--- config.mk ---
export PLATFORM = sky130hd
export DESIGN_NAME = day_12_region_tx_flat
export DESIGN_NICKNAME = d
export VERILOG_FILES = /design/src/rtl/day_12_pkg.sv /design/src/rtl/day_12_region_tx_if.sv /design/src/rtl/day_12_dec_acc.sv /design/src/rtl/day_12_region_tx.sv /design/src/flat_wrapper.sv
export SDC_FILE = /design/constraint.sdc
export NUM_CORES = 1
export LEC_CHECK = 0
export BUFFER_PORTS_ARGS = -buffer_cell sky130_fd_sc_hd__buf_4
export CORE_ASPECT_RATIO = 0.8
export CORE_MARGIN = 10
export CORE_UTILIZATION = 47
export CTS_CLUSTER_DIAMETER = 100
export DETAILED_ROUTE_END_ITERATION = 8
export GPL_TIMING_DRIVEN = 0
export PLACE_DENSITY = 0.66
export SLEW_MARGIN = 40
export SYNTH_ARGS = -nofsm -noshare
export SYNTH_HDL_FRONTEND = slang
export SYNTH_SLANG_ARGS = --single-unit
export TNS_END_PERCENT = 50
--- constraint.sdc ---
create_clock -name clk -period 6.8 [get_ports clk]
set_input_delay 0.34 -clock clk [delete_from_list [all_inputs] [get_ports clk]]
set_output_delay 0.34 -clock clk [all_outputs]
set_load 0.05 [all_outputs]
--- src/rtl/day_12_pkg.sv ---
// Shared types and constants for the region-line transmitter:
// parser state encoding, ASCII byte codes and the default shape count.
package day_12_pkg;

  localparam int NUM_SHAPES_DEF = 6;

  localparam logic [7:0] CH_0     = 8'h30;
  localparam logic [7:0] CH_9     = 8'h39;
  localparam logic [7:0] CH_X     = 8'h78;
  localparam logic [7:0] CH_COLON = 8'h3A;
  localparam logic [7:0] CH_SPACE = 8'h20;
  localparam logic [7:0] CH_LF    = 8'h0A;
  localparam logic [7:0] CH_CR    = 8'h0D;

  typedef enum logic [2:0] {
    S_W,
    S_H,
    S_CNT,
    S_SKIP,
    S_SEND
  } state_t;

  function automatic logic is_digit(input logic [7:0] c);
    return (c >= CH_0) && (c <= CH_9);
  endfunction

endpackage

--- src/rtl/day_12_region_tx_if.sv ---
// Byte-stream input and word-stream output of the region transmitter.
// slave is the transmitter's view, master is the view of whatever drives it.
interface day_12_region_tx_if;
  logic        s_tvalid;
  logic        s_tready;
  logic [7:0]  s_tdata;
  logic        m_tvalid;
  logic        m_tready;
  logic [31:0] m_tdata;
  logic        m_tlast;

  modport master (
    output s_tvalid, s_tdata, m_tready,
    input  s_tready, m_tvalid, m_tdata, m_tlast
  );

  modport slave (
    input  s_tvalid, s_tdata, m_tready,
    output s_tready, m_tvalid, m_tdata, m_tlast
  );
endinterface

--- src/rtl/day_12_dec_acc.sv ---
// Saturating decimal accumulator: value = value*10 + digit, clamped at 255.
// has_digit remembers whether any digit arrived since the last clear.
module day_12_dec_acc (
  input  logic       clk,
  input  logic       rst,
  input  logic       clr,
  input  logic       en,
  input  logic [3:0] digit,
  output logic [7:0] value,
  output logic       has_digit
);

  logic [11:0] sum;

  // Widened next value; 255*10+9 still fits in 12 bits so no wrap before the clamp
  always_comb begin
    sum = 12'(value) * 12'd10 + 12'(digit);
  end

  // Clear wins over a digit so a field boundary always starts from zero
  always_ff @(posedge clk or posedge rst) begin
    if (rst) begin
      value     <= 8'd0;
      has_digit <= 1'b0;
    end else if (clr) begin
      value     <= 8'd0;
      has_digit <= 1'b0;
    end else if (en) begin
      value     <= (sum > 12'd255) ? 8'hFF : sum[7:0];
      has_digit <= 1'b1;
    end
  end

endmodule

--- src/rtl/day_12_region_tx.sv ---
// Parses "<W>x<H>: c0 c1 ... \n" region lines and emits one frame per line:
// a dims word followed by NUM_SHAPES count words, the last one flagged.
module day_12_region_tx
  import day_12_pkg::*;
#(
  parameter int NUM_SHAPES = NUM_SHAPES_DEF,
  parameter int CNT_W      = 16
) (
  input  logic                clk,
  input  logic                rst,
  day_12_region_tx_if.slave   bus,
  output logic                err,
  output logic [CNT_W-1:0]    lines_sent
);

  localparam int IDX_W = $clog2(NUM_SHAPES + 1);
  localparam logic [IDX_W-1:0] IDX_LAST = IDX_W'(NUM_SHAPES);

  state_t           state, state_next;
  logic [7:0]       w_val, h_val;
  logic [7:0]       counts [NUM_SHAPES];
  logic [IDX_W-1:0] idx, widx;
  logic [7:0]       in_byte;
  logic [7:0]       acc_val;
  logic             acc_has;
  logic             fire, word_fire, frame_done;
  logic             acc_clr, acc_en, lat_w, lat_h, lat_cnt, idx_clr;
  logic             err_next, start_send, bad;

  assign in_byte      = bus.s_tdata;
  assign bus.s_tready = !rst && (state != S_SEND);
  assign fire         = bus.s_tvalid && bus.s_tready;
  assign word_fire    = bus.m_tvalid && bus.m_tready;
  assign frame_done   = word_fire && (widx == IDX_LAST);

  day_12_dec_acc u_acc (
    .clk       (clk),
    .rst       (rst),
    .clr       (acc_clr),
    .en        (acc_en),
    .digit     (in_byte[3:0]),
    .value     (acc_val),
    .has_digit (acc_has)
  );

  // Parser state register
  always_ff @(posedge clk or posedge rst) begin
    if (rst) state <= S_W;
    else     state <= state_next;
  end

  // Next-state and datapath strobes; '\r' is invisible to every parse state
  always_comb begin
    state_next = state;
    acc_clr    = 1'b0;
    acc_en     = 1'b0;
    lat_w      = 1'b0;
    lat_h      = 1'b0;
    lat_cnt    = 1'b0;
    idx_clr    = 1'b0;
    err_next   = 1'b0;
    start_send = 1'b0;
    bad        = 1'b0;
    if (state == S_SEND) begin
      if (frame_done) state_next = S_W;
    end else if (fire && (in_byte != CH_CR)) begin
      case (state)
        S_W: begin
          if (is_digit(in_byte)) acc_en = 1'b1;
          else if ((in_byte == CH_X) && acc_has) begin
            lat_w = 1'b1; acc_clr = 1'b1; state_next = S_H;
          end else if ((in_byte == CH_LF) && !acc_has) acc_clr = 1'b1;
          else bad = 1'b1;
        end
        S_H: begin
          if (is_digit(in_byte)) acc_en = 1'b1;
          else if ((in_byte == CH_COLON) && acc_has) begin
            lat_h = 1'b1; acc_clr = 1'b1; idx_clr = 1'b1; state_next = S_CNT;
          end else bad = 1'b1;
        end
        S_CNT: begin
          if (is_digit(in_byte)) begin
            if (idx == IDX_LAST) bad = 1'b1;
            else acc_en = 1'b1;
          end else if (in_byte == CH_SPACE) begin
            // Only a space that closes a number consumes a slot
            if (acc_has) begin lat_cnt = 1'b1; acc_clr = 1'b1; end
          end else if (in_byte == CH_LF) begin
            lat_cnt = acc_has;
            acc_clr = 1'b1;
            if ((idx + IDX_W'(acc_has)) == IDX_LAST) begin
              start_send = 1'b1; state_next = S_SEND;
            end else begin
              err_next = 1'b1; state_next = S_W;
            end
          end
        end
        S_SKIP: begin
          if (in_byte == CH_LF) begin acc_clr = 1'b1; state_next = S_W; end
        end
        default: ;
      endcase
      // A bad '\n' already ends its line, so skipping would swallow the next one
      if (bad) begin
        err_next   = 1'b1;
        acc_clr    = 1'b1;
        state_next = (in_byte == CH_LF) ? S_W : S_SKIP;
      end
    end
  end

  // Dimension latches, field index and the registered error pulse
  always_ff @(posedge clk or posedge rst) begin
    if (rst) begin
      w_val <= 8'd0;
      h_val <= 8'd0;
      idx   <= '0;
      err   <= 1'b0;
    end else begin
      if (lat_w) w_val <= acc_val;
      if (lat_h) h_val <= acc_val;
      if (idx_clr)      idx <= '0;
      else if (lat_cnt) idx <= idx + IDX_W'(1);
      err <= err_next;
    end
  end

  generate
    for (genvar gi = 0; gi < NUM_SHAPES; gi++) begin : g_cnt
      // Count slot gi captures the pending field when the index points at it
      always_ff @(posedge clk or posedge rst) begin
        if (rst) counts[gi] <= 8'd0;
        else if (lat_cnt && (idx == IDX_W'(gi))) counts[gi] <= acc_val;
      end
    end
  endgenerate

  // Output word sequencer: registered valid/data/last, advanced only on handshake
  always_ff @(posedge clk or posedge rst) begin
    if (rst) begin
      bus.m_tvalid <= 1'b0;
      bus.m_tdata  <= 32'd0;
      bus.m_tlast  <= 1'b0;
      widx         <= '0;
      lines_sent   <= '0;
    end else if (start_send) begin
      bus.m_tvalid <= 1'b1;
      bus.m_tdata  <= {16'd0, w_val, h_val};
      bus.m_tlast  <= 1'b0;
      widx         <= '0;
    end else if (word_fire) begin
      if (widx == IDX_LAST) begin
        bus.m_tvalid <= 1'b0;
        bus.m_tlast  <= 1'b0;
        lines_sent   <= lines_sent + CNT_W'(1);
      end else begin
        widx         <= widx + IDX_W'(1);
        bus.m_tdata  <= {24'd0, counts[widx]};
        bus.m_tlast  <= ((widx + IDX_W'(1)) == IDX_LAST);
      end
    end
  end

endmodule

--- src/flat_wrapper.sv ---
// flat-port wrapper written by rule: the top's interface ports become plain ports
module day_12_region_tx_flat import day_12_pkg::*;
#(
  parameter int NUM_SHAPES = NUM_SHAPES_DEF,
  parameter int CNT_W      = 16
)
  (clk, rst, err, lines_sent, bus_s_tvalid, bus_s_tdata, bus_m_tready, bus_s_tready, bus_m_tvalid, bus_m_tdata, bus_m_tlast);
  day_12_region_tx_if bus_i ();
  input  logic clk;
  input  logic rst;
  output logic err;
  output logic [CNT_W-1:0] lines_sent;
  input wire logic [$bits(bus_i.s_tvalid)-1:0] bus_s_tvalid;
  input wire logic [$bits(bus_i.s_tdata)-1:0] bus_s_tdata;
  input wire logic [$bits(bus_i.m_tready)-1:0] bus_m_tready;
  output wire logic [$bits(bus_i.s_tready)-1:0] bus_s_tready;
  output wire logic [$bits(bus_i.m_tvalid)-1:0] bus_m_tvalid;
  output wire logic [$bits(bus_i.m_tdata)-1:0] bus_m_tdata;
  output wire logic [$bits(bus_i.m_tlast)-1:0] bus_m_tlast;
  assign bus_i.s_tvalid = bus_s_tvalid;
  assign bus_i.s_tdata = bus_s_tdata;
  assign bus_i.m_tready = bus_m_tready;
  assign bus_s_tready = bus_i.s_tready;
  assign bus_m_tvalid = bus_i.m_tvalid;
  assign bus_m_tdata = bus_i.m_tdata;
  assign bus_m_tlast = bus_i.m_tlast;
  day_12_region_tx #(.NUM_SHAPES(NUM_SHAPES), .CNT_W(CNT_W)) u_core (.clk(clk), .rst(rst), .bus(bus_i), .err(err), .lines_sent(lines_sent));
endmodule
==> out/qor.csv, run 1 <==
stage;metric;value;unit
status;outcome;completed;
hold_path;worst hold-check path type;input pin to flop;
detailed_routing;Routed wire per std cell;18.3;um
sta;Hold Fails Final Rpt;0;
logic_synthesis;asr flop ratio synth;100;%
setup_path;WS Path Type;flop to flop;
power_and_ir_drop;maximum vdd drop;0.180;mV
logic_synthesis;register area share after synthesis;45.8;%
power_and_ir_drop;final total power;1840;uW
cells_and_area;commonest non-fill, non-tap cell in the layout;dfrtp_1;
logic_synthesis;ranking of synthesized cells by area;dfrtp_1 46%, mux2_2 9.0%, mux2_4 5.6%;
logic_synthesis;Mapped Avg Cell Area;11.9;um2
power_and_ir_drop;Cell Pwr Density;239;nW/um2
clocking;clk sink count;117;
logic_synthesis;Compound-Gate Fraction of Synth Area;11.5;%
die;die width;150;um
sta;Final Critical Period;3290;ps
die;I/O pins;64;
setup_path;worst r2r src;u_core.u_acc.value[1];
detailed_routing;vias;4441;
global_route;first-pass GRT wire length;24600;um
cells_and_area;ANT cells;0;
logic_synthesis;Post-synth EDFFs;0;
setup_path;crit path DAT;3650;ps
clocking;insertion delay to the later sink of the worst-skew pair;410;ps
setup_path;CP cell instances;ha_1 -> ha_1 -> fa_1 -> xnor2_1 -> or2_2 -> nor4b_1 -> mux2_2 -> a41oi_1 -> a21o_1;
logic_synthesis;Yosys cell types;66;
die;Placeable Area;13500;um2
job;# Max-Cap Violations;0;
setup_path;worst stage delay on the critical path;670;ps
global_route;initial antenna violation count;0;
logic_synthesis;Synth Warn #;0;
cells_and_area;share of post-route cells with drive strength above 1;33.9;%
global_route;total grt overflow;0;
global_route;Total GRT Usage;16.3;%
place;port bufs;47;
setup_path;Worst Setup Start Kind;flop;
sta;setup TNS;0;ps
cells_and_area;fill cell count;1096;
place;HPWL after DPL;10600;um
global_route;vias in the first global route;4675;
clocking;H-tree levels;4;
sta;RSZ-0062 raised after global routing;no;
cells_and_area;nets;660;
place;GPL Wtd Cong;0.906;
cells_and_area;most frequent cells in the layout;117 x dfrtp_1, 66 x buf_4, 51 x mux2_2, 43 x nand2_1, 34 x o21ai_0;
die;die height;124;um
logic_synthesis;#FFs+latches synth;117;
die;die area;18700;um2
logic_synthesis;Post-Syn Area;6390;um2
sta;Setup Viol. Count Final;0;
sta;worst rel slew slack;51.7;%
setup_path;crit path max-delay cell type;dfrtp_1;
clocking;Max clock buf depth;2;
logic_synthesis;multiplexer area fraction after synthesis;17.6;%
sta;fin crit share;48.5;%
setup_path;crit path max fanout;12;
detailed_routing;Post-DRT Antenna Nets;0;
logic_synthesis;Post-Synth Simple-Gate Area;12.0;%
hold_path;Worst Hold Launch;bus_m_tready;
detailed_routing;Vias/cell;5.47;
logic_synthesis;Synth Flop Type;dfrtp_1;
detailed_routing;Pre-antenna DRT Iters;4;
setup_path;Crit. Startpoint;u_core.u_acc.value[1];
logic_synthesis;fraction of synthesized cell area in xor and xnor cells;3.01;%
sta;actual slew at the worst max-slew pin;725;ps
logic_synthesis;largest family of logic cells by synthesized area;multiplexers;
cells_and_area;area grow syn2layout;20.0;%
setup_path;CP required;7150;ps
global_route;largest net degree at the start of global routing;75;
logic_synthesis;adder-cell area share of the yosys netlist;5.71;%
clocking;Root Driver;clkbuf_16;
detailed_routing;final WL;14900;um
sta;Clock Skews;7.88;ps
logic_synthesis;Mapped Cells;537;
logic_synthesis;share of the synthesized area in the top cell type;45.8;%
logic_synthesis;cell taking the most area after synthesis;dfrtp_1;
power_and_ir_drop;Static Leak;0.00375;uW
clocking;CTS tree;yes;
die;Site Rows;38;
clocking;Clk pin slew, worst setup/hold paths;60;ps
setup_path;CP endpoint kind;flop;
sta;FMAX;304;MHz
sta;final hold slack;242;ps
detailed_routing;DRC Markers;0;
setup_path;cell mode on critical path;ha_1;
sta;Max Slew Vio Count;0;
detailed_routing;initial DRC count;224;
die;starting density of the core;47.5;%
clocking;TritonCTS buffer count;17;
power by group:
part,switching (uW),internal (uW)
clock network,305,582
logic,137,77.4
registers,26.8,709
logic make-up (layout without fill, tap and decap cells):
kind of cell | Yosys count | count (layout)
and+or+nand+nor | 134 | 134
other | 1 | 16
xor gates and xnor gates | 22 | 22
buffers and inverters | 48 | 128
muxes | 84 | 84
adders and majority gates | 28 | 28
DFF | 117 | 117
AOI/OAI and AO/OA | 103 | 103
through the flow:
step                      worst slack [ps]  cells  util, %  instance area (um2)
final                                 3510    812     57.0                 7670
after global routing                  3250    812     57.0                 7670
after CTS                             3490    812     57.0                 7670
after detailed placement              3520    780     52.5                 7060
after global placement                 549    779     52.2                 7030
after floorplan                       1940    552        -                 6450
worst paths after layout:
| kind | to | slack, ps | cells after the start |
|---|---|---|---|
| max reg2reg | u_core.u_acc.value[7] | 3510 | 9 |
| min in group asynchronous | u_core.state[0] | 490 | 3 |
| min reg2reg | u_core.lines_sent[15] | 470 | 1 |
| max | u_core.u_acc.value[7] | 3510 | 9 |
| max in group asynchronous | u_core.counts[23] | 5640 | 4 |
| min | u_core.bus.m_tlast | 240 | 3 |
cell type report:
cell class / instances / area [um2] / area share, %
plain buffers: 37 / 236 / 3.08
clock buffers: 22 / 494 / 6.44
clock inverters: 9 / 100 / 1.30
inverters: 11 / 48.8 / 0.636
multi-input cells: 387 / 3250 / 42.4
flip-flops and latches: 117 / 2930 / 38.2
well taps: 180 / 225 / 2.93
repair buffers: 49 / 390 / 5.09
sequential cells by signal, indices dropped and copies added (netlist names):
register	cells
u_core.counts	48
u_core.bus.m_tdata	16
u_core.lines_sent	16
u_core.h_val	8
u_core.u_acc.value	8
u_core.w_val	8
u_core.idx	3
u_core.state	3
u_core.widx	3
u_core.bus.m_tlast	1
u_core.bus.m_tvalid	1
u_core.err	1
u_core.u_acc.has_digit	1
repair_timing:
action                    in CTS  in global routing
setup buffers                  0                  0
hold buffers                   1                  0
gates resized for setup        0                  0
hold endpoints to repair      43                  0
worst max-delay path, delay by kind of cell, from the launching register on:
family          cells  cell delay [ps]
mux                 1              450
compound gates      2              300
simple gates        2              640
flops               1              670
fa+ha+maj           3              990
xor+xnor            1              180
synthesized netlist by cell type, drive strengths merged (3+ instances only):
cell,instances
a41oi,4
nand3,13
a21oi,12
nand2,44
inv,10
buf,24
nor3,6
ha,26
and2,4
xor2,4
o21a,6
or2,4
a31oi,5
nor4,3
nand4,7
mux2,75
mux4,8
nor2,25
nor3b,5
a211oi,7
dfrtp,117
a221o,8
a21o,13
clkbuf,13
xnor2,18
and3,8
o21ai,35
metal layers:
layer  up-vias  GRT usage [%]  wire [um]
li1       2099              -          -
met1      2225           21.2       6790
met2        98           25.7       7160
met3        19           4.18        740
met4         0           5.76        190
met5         -              0          0
Note: power is estimated with default switching activity, not from simulation.
==> run 2, diff against run 1 <==
--- a/config.mk
+++ b/config.mk
@@ -12,7 +12,7 @@
 export CTS_CLUSTER_DIAMETER = 100
 export DETAILED_ROUTE_END_ITERATION = 8
 export GPL_TIMING_DRIVEN = 0
-export PLACE_DENSITY = 0.66
+export PLACE_DENSITY = 0.68
 export SLEW_MARGIN = 40
 export SYNTH_ARGS = -nofsm -noshare
 export SYNTH_HDL_FRONTEND = slang
==> constraint.sdc (replaced) <==
create_clock -name clk -period 2.9 [get_ports clk]
set_input_delay 0.145 -clock clk [delete_from_list [all_inputs] [get_ports clk]]
set_output_delay 0.145 -clock clk [all_outputs]
set_load 0.05 [all_outputs]
==> run 2 against run 1 <==
Compared with the run above:
- worst setup slack worse by 3400 ps
- clock-buffer cell count up 2
- cell area up 4.6%
- hold slack worse by 200 ps
- die area unchanged
- non-clock buffer count up 11
- clock skew up 2.6 ps
- first-iteration DRC count up 24%
- largest cell class unchanged
==> out/qor.csv, run 2 (same netlist as run 1, synthesis figures left out) <==
stage;metric;value;unit
die;starting density of the core;47.5;%
cells_and_area;nets;671;
setup_path;worst stage delay on the critical path;630;ps
setup_path;Worst Setup Start Kind;flop;
power_and_ir_drop;Static Leak;0.00392;uW
sta;actual slew at the worst max-slew pin;641;ps
detailed_routing;initial DRC count;277;
sta;Setup Viol. Count Final;0;
place;GPL Wtd Cong;0.917;
sta;fin crit share;96.2;%
setup_path;worst r2r src;u_core.u_acc.value[5];
die;die area;18700;um2
cells_and_area;area grow syn2layout;25.6;%
setup_path;CP cell instances;ha_1 -> ha_1 -> xnor2_1 -> or2_4 -> nor4b_4 -> mux2_4 -> a41oi_2 -> a21o_1;
cells_and_area;most frequent cells in the layout;112 x dfrtp_1, 72 x buf_4, 43 x nand2_1, 41 x mux2_2, 34 x mux2_4;
power_and_ir_drop;final total power;4510;uW
setup_path;r2r setup slk;110;ps
sta;Final Critical Period;2790;ps
place;port bufs;47;
global_route;met1 global-route usage;21.3;%
global_route;total grt overflow;0;
setup_path;reg2reg end;u_core.u_acc.value[6];
global_route;met3 Usage GRT;4.76;%
setup_path;cell mode on critical path;ha_1;
setup_path;CP top delay family;adder cells;
sta;worst rel slew slack;57.2;%
die;die height;124;um
global_route;first-pass GRT wire length;24600;um
detailed_routing;Pre-antenna DRT Iters;4;
setup_path;CP required;3250;ps
job;# Max-Cap Violations;0;
hold_path;worst hold-check path type;input pin to flop;
clocking;Root Driver;clkbuf_16;
cells_and_area;max reg flops;48;
setup_path;Crit path depth;8;
detailed_routing;final WL;14900;um
detailed_routing;vias;4581;
die;Placeable Area;13500;um2
global_route;Total GRT Usage;16.3;%
detailed_routing;DRC Markers;0;
global_route;largest net degree at the start of global routing;25;
power_and_ir_drop;Cell Pwr Density;561;nW/um2
clocking;Max clock buf depth;2;
sta;Hold Fails Final Rpt;0;
setup_path;WS Path Type;flop to flop;
sta;Max Slew Vio Count;0;
sta;final hold slack;41.5;ps
global_route;initial antenna violation count;0;
sta;Clock Skews;10.5;ps
die;die width;150;um
die;I/O pins;64;
setup_path;crit path DAT;3140;ps
cells_and_area;Top Registers;u_core.counts: 48 flops, u_core.bus.m_tdata: 16 flops, u_core.lines_sent: 16 flops;
clocking;CTS tree;yes;
setup_path;crit path max fanout;11;
clocking;TritonCTS buffer count;17;
cells_and_area;Top reg by flops;u_core.counts;
cells_and_area;commonest non-fill, non-tap cell in the layout;dfrtp_1;
power_and_ir_drop;maximum vdd drop;0.420;mV
clocking;Clk pin slew, worst setup/hold paths;50;ps
sta;FMAX;358;MHz
clocking;H-tree levels;4;
setup_path;crit path max-delay cell type;dfrtp_1;
place;HPWL after DPL;10600;um
setup_path;Crit. Startpoint;u_core.u_acc.value[5];
detailed_routing;Routed wire per std cell;18.1;um
setup_path;CP endpoint;u_core.u_acc.value[6];
cells_and_area;Final Util;59.7;%
cells_and_area;share of post-route cells with drive strength above 1;37.9;%
cells_and_area;ANT cells;0;
global_route;vias in the first global route;4687;
detailed_routing;Post-DRT Antenna Nets;0;
die;Site Rows;38;
clocking;insertion delay to the later sink of the worst-skew pair;410;ps
cells_and_area;fill cell count;1073;
global_route;met2 Use GR;25.8;%
global_route;GRT busiest layer;met2;
status;outcome;completed;
setup_path;CP bufs+invs;0;
setup_path;CP endpoint kind;flop;
detailed_routing;Vias/cell;5.56;
clocking;clk sink count;117;
setup_path;Worst Reg-to-Reg Cells;8;
## run 2: cell types whose count changed in the layout (fill, tap and decap cells not counted), sizes merged
cell,previous run,this run
bufinv,2,4
clkinv,6,4
clkbuf,35,36
buf,72,84
inv,10,9
## run 2: worst min path at each step
stage | from | slack [ps] | to | depth (start not counted)
after floorplan | bus_m_tready | 320 | u_core.bus.m_tlast | 2
after global placement | bus_m_tready | 460 | u_core.bus.m_tlast | 3
after detailed placement | rst | 170 | u_core.state[0] | 2
after CTS | bus_m_tready | 30 | u_core.bus.m_tlast | 3
after global routing | bus_m_tready | 70 | u_core.bus.m_tlast | 3
final | bus_m_tready | 40 | u_core.bus.m_tlast | 3
## run 2: layout make-up
type | instances | area (um2) | area share, %
timing repair buffer | 61 | 561 | 6.98
clock inverter | 8 | 146 | 1.82
sequential | 117 | 2930 | 36.5
tap | 180 | 225 | 2.80
multi-input combinational | 387 | 3390 | 42.2
buffer | 36 | 248 | 3.09
inverter | 11 | 45.0 | 0.561
clock buffer | 24 | 482 | 6.00
## run 2: layer usage
layer	vias to the layer above	routed length, um
met2	126	7120
met1	2307	6780
li1	2129	-
met5	-	0
met3	19	859
met4	0	167
## run 2: power breakdown
group | switching (uW) | internal (uW) | total [uW]
combinational | 364 | 217 | 582
clock | 717 | 1500 | 2220
sequential | 39.9 | 1670 | 1710
total | 1120 | 3390 | 4510
## run 2: what timing repair did
| action | in CTS | in global routing |
|---|---|---|
| buffers inserted | 6 | 1 |
| pin swaps | 0 | 4 |
| hold buffers | 1 | 0 |
| resized for setup | 11 | 9 |
| setup endpoints to repair | 19 | 20 |
| endpoints found under the hold margin | 12 | 0 |
## run 2: stage by stage
step                      instance area, um2  setup WS (ps)  cells  setup TNS (ps)
after detailed placement                7240           -458    785           -4270
after global placement                  7100          -1290    779         -126370
after CTS                               7960           4.14    824               0
after floorplan                         6520           -358    552          -17910
final                                   8030            110    824               0
after global routing                    8030          -4.05    824           -4.05
## run 2: tightest hold or removal path, cell delays in order
cell     delay [ps]
buf_4           120
nand4_1          90
a21oi_2          50
==> run 3, diff against run 2 <==
--- a/config.mk
+++ b/config.mk
@@ -12,7 +12,7 @@
 export CTS_CLUSTER_DIAMETER = 100
 export DETAILED_ROUTE_END_ITERATION = 8
 export GPL_TIMING_DRIVEN = 0
-export PLACE_DENSITY = 0.68
+export PLACE_DENSITY = 0.66
 export SLEW_MARGIN = 40
 export SYNTH_ARGS = -nofsm -noshare
 export SYNTH_HDL_FRONTEND = slang
==> constraint.sdc (replaced) <==
create_clock -name clk -period 2.58 [get_ports clk]
set_input_delay 0.129 -clock clk [delete_from_list [all_inputs] [get_ports clk]]
set_output_delay 0.129 -clock clk [all_outputs]
set_load 0.05 [all_outputs]
==> run 3 against run 2 <==
Compared with the run above:
- the run now ends with setup timing left
- sequential power increased by 12%
- maximum frequency up 5.0%
- cell area increased by 2.1%
- via count up 0.61%
- routed wire length rose by 0.64%
- global-route usage shrank 0.088 points
- core utilization increased by 1.3 points
- combinational power grew 20%
- hold slack got worse by 15 ps
- sequential share of layout area is 0.74 points lower
==> out/qor.csv, run 3 (same netlist as run 1, synthesis figures left out) <==
stage;metric;value;unit
hold_path;worst hold-check path type;input pin to flop;
setup_path;WS Path Type;flop to flop;
sta;final hold slack;26.7;ps
job;# Max-Cap Violations;0;
clocking;clk sink count;117;
detailed_routing;final WL;15000;um
status;failing checks;setup timing;
place;dpl cells;785;
power_and_ir_drop;maximum vdd drop;0.409;mV
die;Site Rows;38;
cells_and_area;commonest non-fill, non-tap cell in the layout;dfrtp_1;
sta;Clock Skews;8.80;ps
cells_and_area;share of post-route cells with drive strength above 1;40.8;%
cells_and_area;nets;681;
sta;setup ws final;-77.7;ps
detailed_routing;Routed wire per std cell;18.0;um
cells_and_area;Layout Cells excl Fill;834;
cells_and_area;area grow syn2layout;28.3;%
setup_path;cell mode on critical path;ha_4;
global_route;Total GRT Usage;16.2;%
detailed_routing;Met1 Wirelength;6870;um
cells_and_area;final instance area;8200;um2
cells_and_area;max reg flops;48;
cells_and_area;ANT cells;0;
die;Placeable Area;13500;um2
place;port bufs;47;
die;die area;18700;um2
cells_and_area;Top reg by flops;u_core.counts;
place;placed cell areas;7250;um2
clocking;H-tree levels;4;
sta;worst rel slew slack;48.4;%
die;starting density of the core;47.5;%
global_route;largest net degree at the start of global routing;27;
detailed_routing;DR WL met3;920;um
cells_and_area;most frequent cells in the layout;111 x dfrtp_1, 82 x buf_4, 42 x nand2_1, 41 x mux2_2, 34 x mux2_4;
setup_path;Worst Setup Start Kind;flop;
detailed_routing;highest routed layer;met4;
setup_path;CP endpoint kind;flop;
global_route;initial antenna violation count;0;
die;I/O pins;64;
setup_path;crit path max fanout;8;
sta;Setup Viol. Count Final;8;
clocking;insertion delay to the later sink of the worst-skew pair;410;ps
clocking;TritonCTS buffer count;17;
cells_and_area;Final Util;60.9;%
clocking;Max clock buf depth;2;
global_route;vias in the first global route;4576;
global_route;first-pass GRT wire length;24400;um
setup_path;crit path DAT;3000;ps
setup_path;CP required;2920;ps
place;GPL Wtd Cong;0.916;
setup_path;CP cell instances;ha_4 -> ha_4 -> fa_2 -> nand2_2 -> or2_4 -> nor4b_4 -> mux2_4 -> a41oi_2 -> a21o_1;
sta;Final Critical Period;2660;ps
clocking;Clk pin slew, worst setup/hold paths;50;ps
detailed_routing;vias;4609;
detailed_routing;met2 wire length;7100;um
sta;actual slew at the worst max-slew pin;770;ps
detailed_routing;Pre-antenna DRT Iters;5;
cells_and_area;Top Registers;u_core.counts: 48 flops, u_core.bus.m_tdata: 16 flops, u_core.lines_sent: 16 flops;
sta;FMAX;376;MHz
sta;fin crit share;103;%
detailed_routing;DRC Markers;0;
clocking;CTS tree;yes;
setup_path;crit path max-delay cell type;fa_2;
detailed_routing;initial DRC count;298;
sta;setup TNS;-473;ps
setup_path;CP top delay family;adder cells;
place;HPWL after DPL;10600;um
power_and_ir_drop;Cell Pwr Density;626;nW/um2
detailed_routing;Post-DRT Antenna Nets;0;
status;outcome;finished with violations;
setup_path;CP bufs+invs;0;
setup_path;worst stage delay on the critical path;550;ps
sta;Max Slew Vio Count;0;
sta;Hold Fails Final Rpt;0;
global_route;total grt overflow;0;
power_and_ir_drop;Static Leak;0.00397;uW
sta;RSZ-0062 raised after global routing;yes;
clocking;Root Driver;clkbuf_16;
die;die width;150;um
die;die height;124;um
detailed_routing;Vias/cell;5.53;
## run 3: cell count changes in the layout (fill, tap and decap cells not counted), sizes merged
cell | previous run | this run
clkinv | 4 | 7
clkinvlp | 2 | 3
clkbuf | 36 | 32
buf | 84 | 94
## run 3: path summary, 6_finish.rpt
check	start	end	slack, ps	depth (start not counted)
setup reg to reg	u_core.u_acc.value[3]	u_core.u_acc.value[5]	-80	9
hold / removal	bus_m_tready	u_core.bus.m_tlast	30	3
hold reg to reg	u_core.lines_sent[15]	u_core.lines_sent[15]	470	1
max in group asynchronous	rst	u_core.counts[26]	1510	7
min in group asynchronous	rst	u_core.lines_sent[4]	370	4
setup / recovery	u_core.u_acc.value[3]	u_core.u_acc.value[5]	-80	9
## run 3: final cells by class
cell class,count,area [um2]
sequential,117,2940
timing repair buffer,71,628
inverter,11,45.0
tap,180,225
clock buffer,20,467
fill,1055,5260
clock inverter,12,176
buffer,36,270
multi-input combinational,387,3450
## run 3: tightest hold or removal path, stage by stage
cell and delay (ps):
buf_4 120, nand4_1 90, a21oi_2 50
## run 3: repair_timing
action	4_1_cts	5_1_grt
resized for setup	27	7
pin swaps	6	5
endpoints found under the hold margin	20	0
setup buffers	8	9
hold buffers	1	0
setup endpoints to repair	87	82
## run 3: per-layer routing
layer  global-route usage, %  vias up
met1                    21.7     2318
met4                    4.17        0
met2                    24.9      121
li1                        -     2156
met3                    4.94       14
met5                       0        -
## run 3: where the power goes
part | leakage [uW] | switching (uW) | internal, uW
Clock | 0.000312 | 826 | 1690
Combinational | 0.00204 | 428 | 268
Sequential | 0.00161 | 47.1 | 1870
## run 3: metrics by stage
stage | power, uW | worst slack [ps]
after detailed placement | 2560 | -772
after global placement | 2530 | -1610
final | 5130 | -77.7
after CTS | 5150 | -79.1
after floorplan | 2390 | -662
after global routing | 5330 | -145
